[src/rtl/bin2bcd_seq.sv]
// bin2bcd_seq: iterative shift-and-add-3 binary-to-BCD converter, one input bit per clkin cycle.
// The bcd output only changes on completion, so downstream display logic never sees partial digits.
`timescale 1ns/1ps
module bin2bcd_seq #(
  parameter int BIN_W      = 16,
  parameter int DIGITS     = 5,
  parameter int AUTO_START = 0
) (
  input  logic                  clkin,
  input  logic                  clrn,
  input  logic [BIN_W-1:0]      bin,
  input  logic                  start,
  output logic [4*DIGITS-1:0]   bcd,
  output logic                  busy,
  output logic                  done
);
  localparam int BW = 4*DIGITS;
  localparam int CW = $clog2(BIN_W+1);
  typedef enum logic [1:0] {IDLE = 2'd0, CONV = 2'd1} state_t;
  state_t           state_q, state_d;
  logic [CW-1:0]    cnt_q, cnt_d;
  logic [BIN_W-1:0] sr_q, sr_d, last_q, last_d;
  logic [BW-1:0]    scr_q, scr_d, bcd_q, bcd_d, adj, shf;
  logic             busy_q, busy_d, done_q, done_d, trig, unused_msb;
  for (genvar k = 0; k < DIGITS; k++) begin : g_adj
    assign adj[4*k+:4] = (scr_q[4*k+:4] >= 4'd5) ? scr_q[4*k+:4] + 4'd3 : scr_q[4*k+:4];
  end
  // The top scratch bit is always shifted out; it stays zero while 10^DIGITS > 2^BIN_W-1.
  assign shf        = {adj[BW-2:0], sr_q[BIN_W-1]};
  assign unused_msb = adj[BW-1];
  assign trig       = start || ((AUTO_START != 0) && (bin != last_q));
  always_comb begin
    state_d = state_q;
    cnt_d   = cnt_q;
    sr_d    = sr_q;
    last_d  = last_q;
    scr_d   = scr_q;
    bcd_d   = bcd_q;
    busy_d  = busy_q;
    done_d  = 1'b0;
    case (state_q)
      IDLE: if (trig) begin
        state_d = CONV;
        sr_d    = bin;
        last_d  = bin;
        scr_d   = '0;
        cnt_d   = '0;
        busy_d  = 1'b1;
      end
      CONV: begin
        scr_d = shf;
        sr_d  = {sr_q[BIN_W-2:0], 1'b0};
        cnt_d = cnt_q + 1'b1;
        if (cnt_q == CW'(BIN_W-1)) begin
          bcd_d   = shf;
          done_d  = 1'b1;
          busy_d  = 1'b0;
          state_d = IDLE;
        end
      end
      default: begin
        state_d = IDLE;
        busy_d  = 1'b0;
      end
    endcase
  end
  always_ff @(posedge clkin or negedge clrn) begin
    if (!clrn) begin
      state_q <= IDLE;
      cnt_q   <= '0;
      sr_q    <= '0;
      last_q  <= '0;
      scr_q   <= '0;
      bcd_q   <= '0;
      busy_q  <= 1'b0;
      done_q  <= 1'b0;
    end else begin
      state_q <= state_d;
      cnt_q   <= cnt_d;
      sr_q    <= sr_d;
      last_q  <= last_d;
      scr_q   <= scr_d;
      bcd_q   <= bcd_d;
      busy_q  <= busy_d;
      done_q  <= done_d;
    end
  end
  assign bcd  = bcd_q;
  assign busy = busy_q;
  assign done = done_q;
endmodule

[config.mk]
export PLATFORM = sky130hd
export DESIGN_NAME = bin2bcd_seq
export DESIGN_NICKNAME = d
export VERILOG_FILES = /design/src/rtl/bin2bcd_seq.sv
export SDC_FILE = /design/constraint.sdc
export NUM_CORES = 1
export LEC_CHECK = 0
export CORE_MARGIN = 2
export CORE_UTILIZATION = 35
export CTS_CLUSTER_DIAMETER = 120
export DETAILED_ROUTE_END_ITERATION = 8
export MAX_ROUTING_LAYER = met4
export SYNTH_ARGS = -nofsm -noshare
export SYNTH_HDL_FRONTEND = slang
export SYNTH_SLANG_ARGS = --single-unit
export TNS_END_PERCENT = 50
[constraint.sdc]
create_clock -name clkin -period 2.2 [get_ports clkin]
set_input_delay 0.44 -clock clkin [delete_from_list [all_inputs] [get_ports clkin]]
set_output_delay 0.44 -clock clkin [all_outputs]
set_load 0.1 [all_outputs]
## Word level (Yosys, flattened, before mapping)

Cells that the tools add are included.

- Bits in registers: 65
- Bits of input ports: 19
- Output and inout port bits: 22
- Word-level logic and storage cells: 46

- Add/subtract/negate cells: 6
- Magnitude comparators: 5
- Equality and inequality tests: 4
- Muxes and demuxes: 19
- Reduce and logical (&&, ||, !) cells: 5

Operators by type and width:

| cell | count |
|---|---|
| 20-bit case mux with 2 select lines | 1 |
| 16-bit case mux with 2 select lines | 1 |
| 4-bit by 3-bit >= comparator with 1-bit output, second input constant | 5 |
| 20-bit 2-to-1 mux | 1 |
| 4-bit by 2-bit adder with 4-bit output, second input constant | 4 |
| 16-bit 2-to-1 mux | 1 |
| 4-bit 2-to-1 mux | 4 |
| 5-bit case mux with 2 select lines | 1 |
| 2-bit AND reduction | 3 |
| 5-bit by 1-bit adder with 5-bit output, second input constant | 1 |
| 5-bit by 4-bit == test with 1-bit output, second input constant | 1 |
| 5-bit 2-to-1 mux | 1 |
| 1-bit 2-to-1 mux | 4 |
| 2-bit 2-to-1 mux | 2 |
| 2-bit inequality test, second input constant | 2 |
| 2-bit case mux with 2 select lines | 1 |
| 3-bit by 2-bit adder with 3-bit output, second input constant | 1 |
| 3-bit 2-to-1 mux | 1 |
| 2-bit by 1-bit == test with 1-bit output, second input constant | 1 |
| 2-bit zero test | 1 |
| 1-bit case mux with 2 select lines | 1 |
| 2-bit nonzero test | 1 |

## Logic depth before layout (Yosys ltp)

Gate-level depths: netlist of run 1.

- Word-level depth: 3
- Depth in mapped cells: 8
- Depth with buffers taken out: 7

## Least setup slack after synthesis of run 1

OpenSTA, ideal clock, no wires.

- Kind: reg-to-reg
- Start: register, netlist name busy
- End: register bcd_q[13], in the netlist bcd[13]
- Library setup time: 0.104 ns
- Data arrival time: 1.825 ns
- Data required time: 2.096 ns
- Slack: 0.271 ns
- Cell stages (with the launch flop): 6
- Buffers on the path: 2
- Period minus slack after synthesis: 1.929 ns
- Cell sequence: dfrtp_1 buf_4 nand2_4 buf_6 a2111o_1 o311ai_1

RTL lines:

| what | RTL line | source |
|---|---|---|
| end signal: assignment | 74 | `bcd_q <= '0;` |
| end signal: assignment | 83 | `bcd_q <= bcd_d;` |
| end: declaration | 23 | `logic [BW-1:0] scr_q, scr_d, bcd_q, bcd_d, adj, shf;` |

## Final worst setup path of run 1

- Start: register cnt_q[0]
- End: register bcd_q[4], in the netlist bcd[4]

- Longest elaborated chain between the ends: 2

Ends and longest elaborated chain:

| what | RTL line | source |
|---|---|---|
| start: declaration | 21 | `logic [CW-1:0] cnt_q, cnt_d;` |
| start signal: assignment | 79 | `cnt_q <= cnt_d;` |
| 5-bit by 4-bit == test with 1-bit output | 54 | `if (cnt_q == CW'(BIN_W-1)) begin` |
| 2-bit AND reduction (no line) | -- |  |

Every way passes these cells.
A chain may end at the register's enable or synchronous reset.

==> results of run 1 <==
-- placed cells by master (no fill, tap or decap), types with 2 or more instances in the layout --
| cell | instances |
|---|---|
| sky130_fd_sc_hd__dfrtp_1 | 62 |
| sky130_fd_sc_hd__nand2_1 | 53 |
| sky130_fd_sc_hd__buf_4 | 28 |
| sky130_fd_sc_hd__o21ai_0 | 25 |
| sky130_fd_sc_hd__nand3_1 | 24 |
| sky130_fd_sc_hd__mux2i_1 | 17 |
| sky130_fd_sc_hd__clkdlybuf4s50_1 | 17 |
| sky130_fd_sc_hd__inv_1 | 14 |
| sky130_fd_sc_hd__ha_1 | 12 |
| sky130_fd_sc_hd__clkbuf_8 | 12 |
| sky130_fd_sc_hd__nor2b_1 | 9 |
| sky130_fd_sc_hd__o31ai_1 | 9 |
| sky130_fd_sc_hd__nor2_1 | 8 |
| sky130_fd_sc_hd__o22ai_1 | 7 |
| sky130_fd_sc_hd__a2111o_1 | 7 |
| sky130_fd_sc_hd__a21oi_1 | 6 |
| sky130_fd_sc_hd__a31oi_1 | 6 |
| sky130_fd_sc_hd__nand2b_1 | 5 |
| sky130_fd_sc_hd__nor3_1 | 5 |
| sky130_fd_sc_hd__nor3b_1 | 5 |
| sky130_fd_sc_hd__or4_1 | 5 |
| sky130_fd_sc_hd__o21ai_1 | 4 |
| sky130_fd_sc_hd__a311o_1 | 4 |
| sky130_fd_sc_hd__a211oi_1 | 4 |
| sky130_fd_sc_hd__a21boi_0 | 4 |
| sky130_fd_sc_hd__buf_12 | 4 |
| sky130_fd_sc_hd__o2111ai_1 | 3 |
| sky130_fd_sc_hd__a32oi_1 | 3 |
| sky130_fd_sc_hd__nand4_1 | 3 |
| sky130_fd_sc_hd__nor4_1 | 3 |
| sky130_fd_sc_hd__clkinv_1 | 2 |
| sky130_fd_sc_hd__o211ai_1 | 2 |
| sky130_fd_sc_hd__o311ai_0 | 2 |
| sky130_fd_sc_hd__clkinv_2 | 2 |
-- cell usage after synthesis, drive strengths merged, types with 4 or more instances --
cell type / number / share of area
dfrtp: 63 / 0.47
nand2: 54 / 0.062
o21ai: 29 / 0.043
nand3: 24 / 0.036
buf: 21 / 0.041
mux2i: 17 / 0.051
inv: 15 / 0.017
ha: 12 / 0.045
nor2b: 9 / 0.017
o31ai: 9 / 0.020
nor2: 8 / 0.0089
a2111o: 7 / 0.023
o22ai: 7 / 0.013
a21oi: 6 / 0.0089
a31oi: 6 / 0.011
clkbuf: 5 / 0.0056
nand2b: 5 / 0.0093
nor3: 5 / 0.0074
nor3b: 5 / 0.011
or4: 5 / 0.011
a211oi: 4 / 0.0089
a21boi: 4 / 0.0089
a311o: 4 / 0.012
-- power by group through the flow --
stage | combinational, mW | sequential, mW | clock, mW
finish | 3.52 | 2.21 | 1.04
floorplan | 1.85 | 3.14 | 0
global placement | 3.48 | 2.23 | 0
CTS | 3.54 | 2.20 | 1.08
global route | 3.86 | 2.29 | 1.12
detailed placement | 3.53 | 2.22 | 0
-- stage by stage --
stage / hold WS, ns / total power [mW] / util
final: 0.0625 / 6.77 / 0.436
after global routing: 0.0974 / 7.27 / 0.436
after floorplan: 0.144 / 4.99 / -
after global placement: 0.448 / 5.71 / 0.414
after CTS: 0.0747 / 6.82 / 0.436
after detailed placement: 0.447 / 5.75 / 0.414
-- layout make-up --
cell class,count,share of cell area
clock inverters,3,0.00989
clock buffers,13,0.0417
well taps,129,0.0399
repair buffers,50,0.115
flip-flops and latches,63,0.390
multi-input cells,245,0.388
inverters,17,0.0158
-- worst max-delay path by stage --
stage | to | slack (ns) | depth (start not counted)
after CTS | bcd[4]$_DFFE_PN0P_ | 0.19 | 7
after floorplan | bcd[13]$_DFFE_PN0P_ | 0.27 | 5
after global routing | bcd[12]$_DFFE_PN0P_ | 0.009 | 7
final | bcd[4]$_DFFE_PN0P_ | 0.19 | 7
after global placement | bcd[8]$_DFFE_PN0P_ | 0.26 | 7
after detailed placement | bcd[8]$_DFFE_PN0P_ | 0.20 | 7
-- registers in the layout, indices dropped and copies added, names as in the netlist --
name	flops
bcd	20
scr_q	20
sr_q	16
cnt_q	5
busy	1
done	1
-- layer usage --
| metal | vias to the layer above | global-route usage |
|---|---|---|
| li1 | 1350 | - |
| met1 | 1300 | 0.215 |
| met2 | 61 | 0.232 |
| met3 | 4 | 0.0451 |
| met4 | 0 | 0.0410 |
| met5 | - | - |
-- logic make-up (layout without fill, tap and decap cells) --
kind of cell / after synthesis / count (layout) / synth area share
and+or+nand+nor: 123 / 123 / 0.178
xor gates and xnor gates: 2 / 2 / 0.00520
adders and majority gates: 12 / 12 / 0.0446
buffers and inverters: 43 / 83 / 0.0650
AOI/OAI and AO/OA: 91 / 91 / 0.188
muxes: 17 / 17 / 0.0505
DFF: 63 / 63 / 0.468
==> qor_table.md, run 1 <==
| Item | This run | Unit |
|---|---|---|
| Number of antenna violations at the first check in global routing | 0 | - |
| Count of placed standard cells including taps | 504 | - |
| Number of cells on the worst reg-to-reg path | 7 | - |
| RSZ-0062 raised after global routing | false | - |
| Reg-to-reg setup timing slack | 0.19 | ns |
| Fin nets | 417 | - |
| Routed length per instance | 14.4 | um |
| Total routing usage reported by global routing | 0.158 | - |
| WL final | 7500 | um |
| Post-CTS Setup Repair Bufs | 0 | - |
| Area used by multi-input combinational logic | 1570 | sq um |
| Wire length the detailed router placed on met1 | 3760 | um |
| Quantity of gates resized following cts | 0 | - |
| Achievable Freq | 498 | MHz |
| Flip-flop cell with the highest count after synthesis | sky130_fd_sc_hd__dfrtp_1 | - |
| TritonCTS clock tree | done | - |
| Highest metal layer with signal wires | met4 | - |
| Synthesis-to-finish area growth | 20.3 | % |
| Slew HR | 0.655 | - |
| Drt initial violations | 109 | - |
| Worst setup path class | flip-flop to flip-flop | - |
| # rows | 35 | - |
| Flops & latches, synth | 63 | - |
| Maximum number of pins on one net before global-route repair | 46 | - |
| Class of the tightest hold or removal check | primary input to asynchronous set/reset pin | - |
| Post-route design area | 4050 | sq um |
| Cell at the root of the clock tree | sky130_fd_sc_hd__clkbuf_8 | - |
| Clock latency on the worst-skew pair | 0.34 | ns |
| Delay contributed by the slowest stage of the critical path | 0.50 | ns |
| Required time at the endpoint of the critical path | 2.47 | ns |
| Seq. cell area | 1580 | sq um |
| Share of the clock period used by the worst path after layout | 0.912 | - |
| FILL cells | 936 | - |
| Number of global-route vias before repair | 2585 | - |
| VDD IR max | 0.000731 | V |
| Maximum level of the CTS H-tree | 3 | - |
| Post-route insts no fill | 520 | - |
| Crit path max-delay family | simple AND/OR/NAND/NOR gates | - |
| CTS Hold Bufs | 0 | - |
| Die Y-Extent | 102 | um |
| Total leakage power | 1.78 | nW |
| Cell count after synthesis | 351 | - |
| Total placed instance area | 3840 | sq um |
| Remaining global-route overflow | 0 | - |
| NetSw | 3.40 | mW |
| Inserted Clock Buffers | 9 | - |
| Number of max-cap violations | 0 | - |
| Clock Sink Count | 63 | - |
| I/O pin total | 41 | - |
| Core area | 9280 | sq um |
| Sequence of cells on the critical path | ha_1 -> and3_1 -> ha_1 -> nand2_4 -> buf_12 -> or4_1 -> nand3_1 | - |
| Vias post-DR | 2715 | - |
| Buffers and inverters on the worst path | 1 | - |
| Post-DRT Antenna Nets | 0 | - |
| Tightest Pin Transition | 0.517 | ns |
| Slowest CP cell | sky130_fd_sc_hd__or4_1 | - |
| Diodes inserted | 0 | - |
| Fin worst setup slack | 0.193 | ns |
| Last weighted congestion value of the routability-driven placer | 0.860 | - |
| Fraction of registers with async set/reset | 1.00 | - |
| Chip Width | 102 | um |
| Critical path arrival | 2.27 | ns |
| Largest fanout of any net on the critical path | 24 | - |
| Sequential Power Share | 0.326 | - |
| Number of distinct standard cells referenced by the synthesized netlist | 45 | - |
| Kind of end point of the critical path | flip-flop | - |
| Wire length of the first global-routing pass | 12500 | um |
| Launching element of the worst setup path | cnt_q[0]$_DFFE_PN0P_ | - |
| Gate power share | 0.519 | - |
| Average cell area after synthesis | 9.59 | sq um |
| Port bufs | 40 | - |
| Share of the yosys chip area belonging to registers | 0.468 | - |
| Fraction of layout cells with a size suffix above 1 | 0.133 | - |
| Worst path most repeated cell | sky130_fd_sc_hd__ha_1 | - |
| Worst r2r src | cnt_q[0]$_DFFE_PN0P_ | - |
| Minimum clock period | 2.01 | ns |
| Drt via density | 5.22 | - |
| Drt drc | 0 | - |
| Cell Area, Synth | 3370 | sq um |
| Placed wire-length estimate | 4990 | um |
| Number of enable flip-flop cells after synthesis | 0 | - |
| Fraction of power consumed by the clock network | 0.154 | - |
| Final Hold Viols | 0 | - |
| Synth Net Count | 382 | - |
| Initial core utilization | 0.363 | - |
| Worst setup slack after placement | 0.204 | ns |
| Internal cell power | 3.37 | mW |
| Met2 routed wirelength | 3390 | um |
| Syn. warnings | 0 | - |
| Run status | finished, final reports clean | - |
| Die footprint | 10400 | sq um |
| Max-slew violations | 0 | - |
| Total Neg Setup Slack | 0 | ns |
| Worst setup SP type | flip-flop | - |
| Final number of setup-violating endpoints | 0 | - |
| Met3 wirelength from detailed routing | 318 | um |
| Switch share | 0.502 | - |
| Power density over the cells | 1670 | nW/um^2 |
| Number of optimization iterations in the first detailed-route pass | 4 | - |
| Crit Reg-Reg Endpoint | bcd[4]$_DFFE_PN0P_ | - |
| CTS max path bufs | 2 | - |
| Final worst clock skew | 0.0112 | ns |
| Clock input transition at the sequential cells of the worst setup and hold paths | 0.07 | ns |
Power figures use the tool's default switching activity.
==> run 2: changes to the inputs <==
--- a/config.mk
+++ b/config.mk
@@ -10,6 +10,7 @@
 export CTS_CLUSTER_DIAMETER = 120
 export DETAILED_ROUTE_END_ITERATION = 8
 export MAX_ROUTING_LAYER = met4
+export PLACE_DENSITY_LB_ADDON = 0.15
 export SYNTH_ARGS = -nofsm -noshare
 export SYNTH_HDL_FRONTEND = slang
 export SYNTH_SLANG_ARGS = --single-unit
==> run 2 against run 1 <==
Compared with the run above: core utilization down 0.55 points; largest cell class unchanged; combinational power hardly changed; count of clock-buffer cells in the layout decreased by 2.
==> qor_table.md, run 2 (synthesized netlist as in run 1, its figures left out) <==
| Item | This run | Unit | Change |
|---|---|---|---|
| Worst setup slack after placement | 0.137 | ns | -0.0666 ns |
| Tightest Pin Transition | 0.423 | ns | -0.0940 ns |
| Placed wire-length estimate | 4970 | um | -0.48% |
| Fin util | 0.431 | - | -0.00553 |
| Worst r2r src | cnt_q[0]$_DFFE_PN0P_ | - |  |
| Critical path arrival | 2.18 | ns | -0.09 ns |
| Met2 global-route usage | 0.254 | - | +0.0223 |
| # rows | 35 | - | unchanged |
| FILL cells | 957 | - | +2.2% |
| Clock latency on the worst-skew pair | 0.34 | ns | about the same |
| Cell at the root of the clock tree | sky130_fd_sc_hd__clkbuf_8 | - |  |
| Inserted Clock Buffers | 9 | - | unchanged |
| CTS max path bufs | 2 | - | unchanged |
| Routed length per instance | 14.7 | um | +1.6% |
| Number of antenna violations at the first check in global routing | 0 | - | unchanged |
| Worst setup path class | flip-flop to flip-flop | - |  |
| Required time at the endpoint of the critical path | 2.39 | ns | -0.08 ns |
| Max-slew violations | 0 | - | unchanged |
| Maximum number of pins on one net before global-route repair | 64 | - | +39% |
| VDD IR max | 0.000472 | V | -35% |
| WL final | 7620 | um | +1.6% |
| I/O pin total | 41 | - | unchanged |
| Minimum clock period | 1.99 | ns | -0.0172 ns |
| Slew HR | 0.716 | - | +0.0610 |
| Core area | 9280 | sq um | unchanged |
| Final number of setup-violating endpoints | 0 | - | unchanged |
| Post-CTS Setup Repair Bufs | 0 | - | unchanged |
| Commonest non-fill, non-tap cells in the layout | sky130_fd_sc_hd__dfrtp_1, sky130_fd_sc_hd__nand2_1, sky130_fd_sc_hd__buf_4, sky130_fd_sc_hd__o21ai_0, sky130_fd_sc_hd__nand3_1 | - |  |
| Run status | finished, final reports clean | - |  |
| Commonest non-fill, non-tap cell in the layout | sky130_fd_sc_hd__dfrtp_1 | - |  |
| CTS Hold Bufs | 0 | - | unchanged |
| Maximum level of the CTS H-tree | 3 | - | unchanged |
| Drt drc | 0 | - | unchanged |
| Clock input transition at the sequential cells of the worst setup and hold paths | 0.07 | ns | about the same |
| Launching element of the worst setup path | cnt_q[0]$_DFFE_PN0P_ | - |  |
| Drt initial violations | 189 | - | +73% |
| Power density over the cells | 1650 | nW/um^2 | -1.5% |
| Post-route insts no fill | 520 | - | unchanged |
| Die footprint | 10400 | sq um | unchanged |
| Fin nets | 418 | - | +0.24% |
| Initial core utilization | 0.363 | - | unchanged |
| Fraction of layout cells with a size suffix above 1 | 0.133 | - | unchanged |
| Achievable Freq | 503 | MHz | +0.87% |
| Met3 track demand over resource | 0.0499 | - | +0.00479 |
| Post-DRT Antenna Nets | 0 | - | unchanged |
| Number of global-route vias before repair | 2679 | - | +3.6% |
| Area used by multi-input combinational logic | 1580 | sq um | +0.40% |
| Vias post-DR | 2729 | - | +0.52% |
| Number of optimization iterations in the first detailed-route pass | 4 | - | unchanged |
| Chip Width | 102 | um | unchanged |
| Kind of end point of the critical path | flip-flop | - |  |
| Worst setup SP type | flip-flop | - |  |
| Die Y-Extent | 102 | um | unchanged |
| Count of placed standard cells including taps | 504 | - | unchanged |
| Reg-to-reg setup timing slack | 0.21 | ns | +0.02 ns |
| Total leakage power | 1.75 | nW | -1.7% |
| Crit Reg-Reg Endpoint | bcd[5]$_DFFE_PN0P_ | - |  |
| Drt via density | 5.25 | - | +0.52% |
| Diodes inserted | 0 | - | unchanged |
| Number of cells on the worst reg-to-reg path | 8 | - | +1 |
| Fin worst setup slack | 0.210 | ns | +0.0172 ns |
| Total routing usage reported by global routing | 0.165 | - | +0.00678 |
| Gr busiest metal | met2 | - |  |
| RSZ-0062 raised after global routing | false | - |  |
| Number of max-cap violations | 0 | - | unchanged |
| Clock Sink Count | 63 | - | unchanged |
| Seq. cell area | 1580 | sq um | unchanged |
| Remaining global-route overflow | 0 | - | unchanged |
| Total Neg Setup Slack | 0 | ns | unchanged |
| TritonCTS clock tree | done | - |  |
| Total power after layout | 6.59 | mW | -2.7% |
| Final worst clock skew | 0.00852 | ns | -0.00270 ns |
| Largest fanout of any net on the critical path | 10 | - | -58% |
| Share of the clock period used by the worst path after layout | 0.905 | - | -0.00784 |
| Wire length of the first global-routing pass | 13100 | um | +4.7% |
| Quantity of gates resized following cts | 0 | - | unchanged |
| Port bufs | 40 | - | unchanged |
| GRT met1 Usage | 0.211 | - | -0.00441 |
| Final Hold Viols | 0 | - | unchanged |
| Last weighted congestion value of the routability-driven placer | 0.770 | - | -10% |
| Synthesis-to-finish area growth | 18.7 | % |  |
| Class of the tightest hold or removal check | primary input to asynchronous set/reset pin | - |  |
run 2: changes by cell type in the layout (fill, tap and decap cells not counted), sizes merged:
cell      before  now
bufinv         1    0
clkinvlp       0    1
nand2         54   55
clkinv         4    5
clkbuf        13   11
run 2: routing by layer:
layer,vias to the layer above,routed length [um]
met5,-,0
met4,0,61
met3,5,438
met2,70,3560
met1,1298,3560
li1,1356,-
run 2: how the worst max path moves through the flow:
stage / endpoint / slack (ns) / cells after the start
2_1_floorplan: bcd[13]$_DFFE_PN0P_ / 0.27 / 5
3_3_place_gp: bcd[9]$_DFFE_PN0P_ / 0.23 / 8
3_5_place_dp: bcd[5]$_DFFE_PN0P_ / 0.14 / 8
4_1_cts: bcd[5]$_DFFE_PN0P_ / 0.12 / 8
5_1_grt: bcd[5]$_DFFE_PN0P_ / 0.05 / 8
6_report: bcd[5]$_DFFE_PN0P_ / 0.21 / 8
run 2: cell type report:
| class | count | share of cell area |
|---|---|---|
| Clock inverter | 4 | 0.00563 |
| Inverter | 17 | 0.0160 |
| Tap cell | 129 | 0.0404 |
| Clock buffer | 11 | 0.0354 |
| Multi-Input combinational cell | 246 | 0.395 |
| Sequential cell | 63 | 0.395 |
| Timing Repair Buffer | 50 | 0.113 |
run 2: through the flow:
step,cell area (sq um),hold slack (ns)
floorplan,3370,0.144
global placement,3830,0.462
detailed placement,3830,0.470
CTS,3990,0.111
global route,4000,0.0965
finish,4000,0.103
run 2: worst max-delay path, cell delays in order (launching register included):
cell                       delay, ns
sky130_fd_sc_hd__dfrtp_1        0.40
sky130_fd_sc_hd__ha_1           0.23
sky130_fd_sc_hd__and3_1         0.19
sky130_fd_sc_hd__ha_1           0.28
sky130_fd_sc_hd__nand2_4        0.17
sky130_fd_sc_hd__clkinv_1       0.10
sky130_fd_sc_hd__buf_4          0.17
sky130_fd_sc_hd__a31oi_1        0.16
sky130_fd_sc_hd__o311ai_0       0.15
run 2: power breakdown:
part | internal (mW) | switching (mW) | leakage [nW]
sequential | 1.66 | 0.530 | 0.803
clock | 0.428 | 0.448 | 0.0850
combinational | 1.10 | 2.42 | 0.858
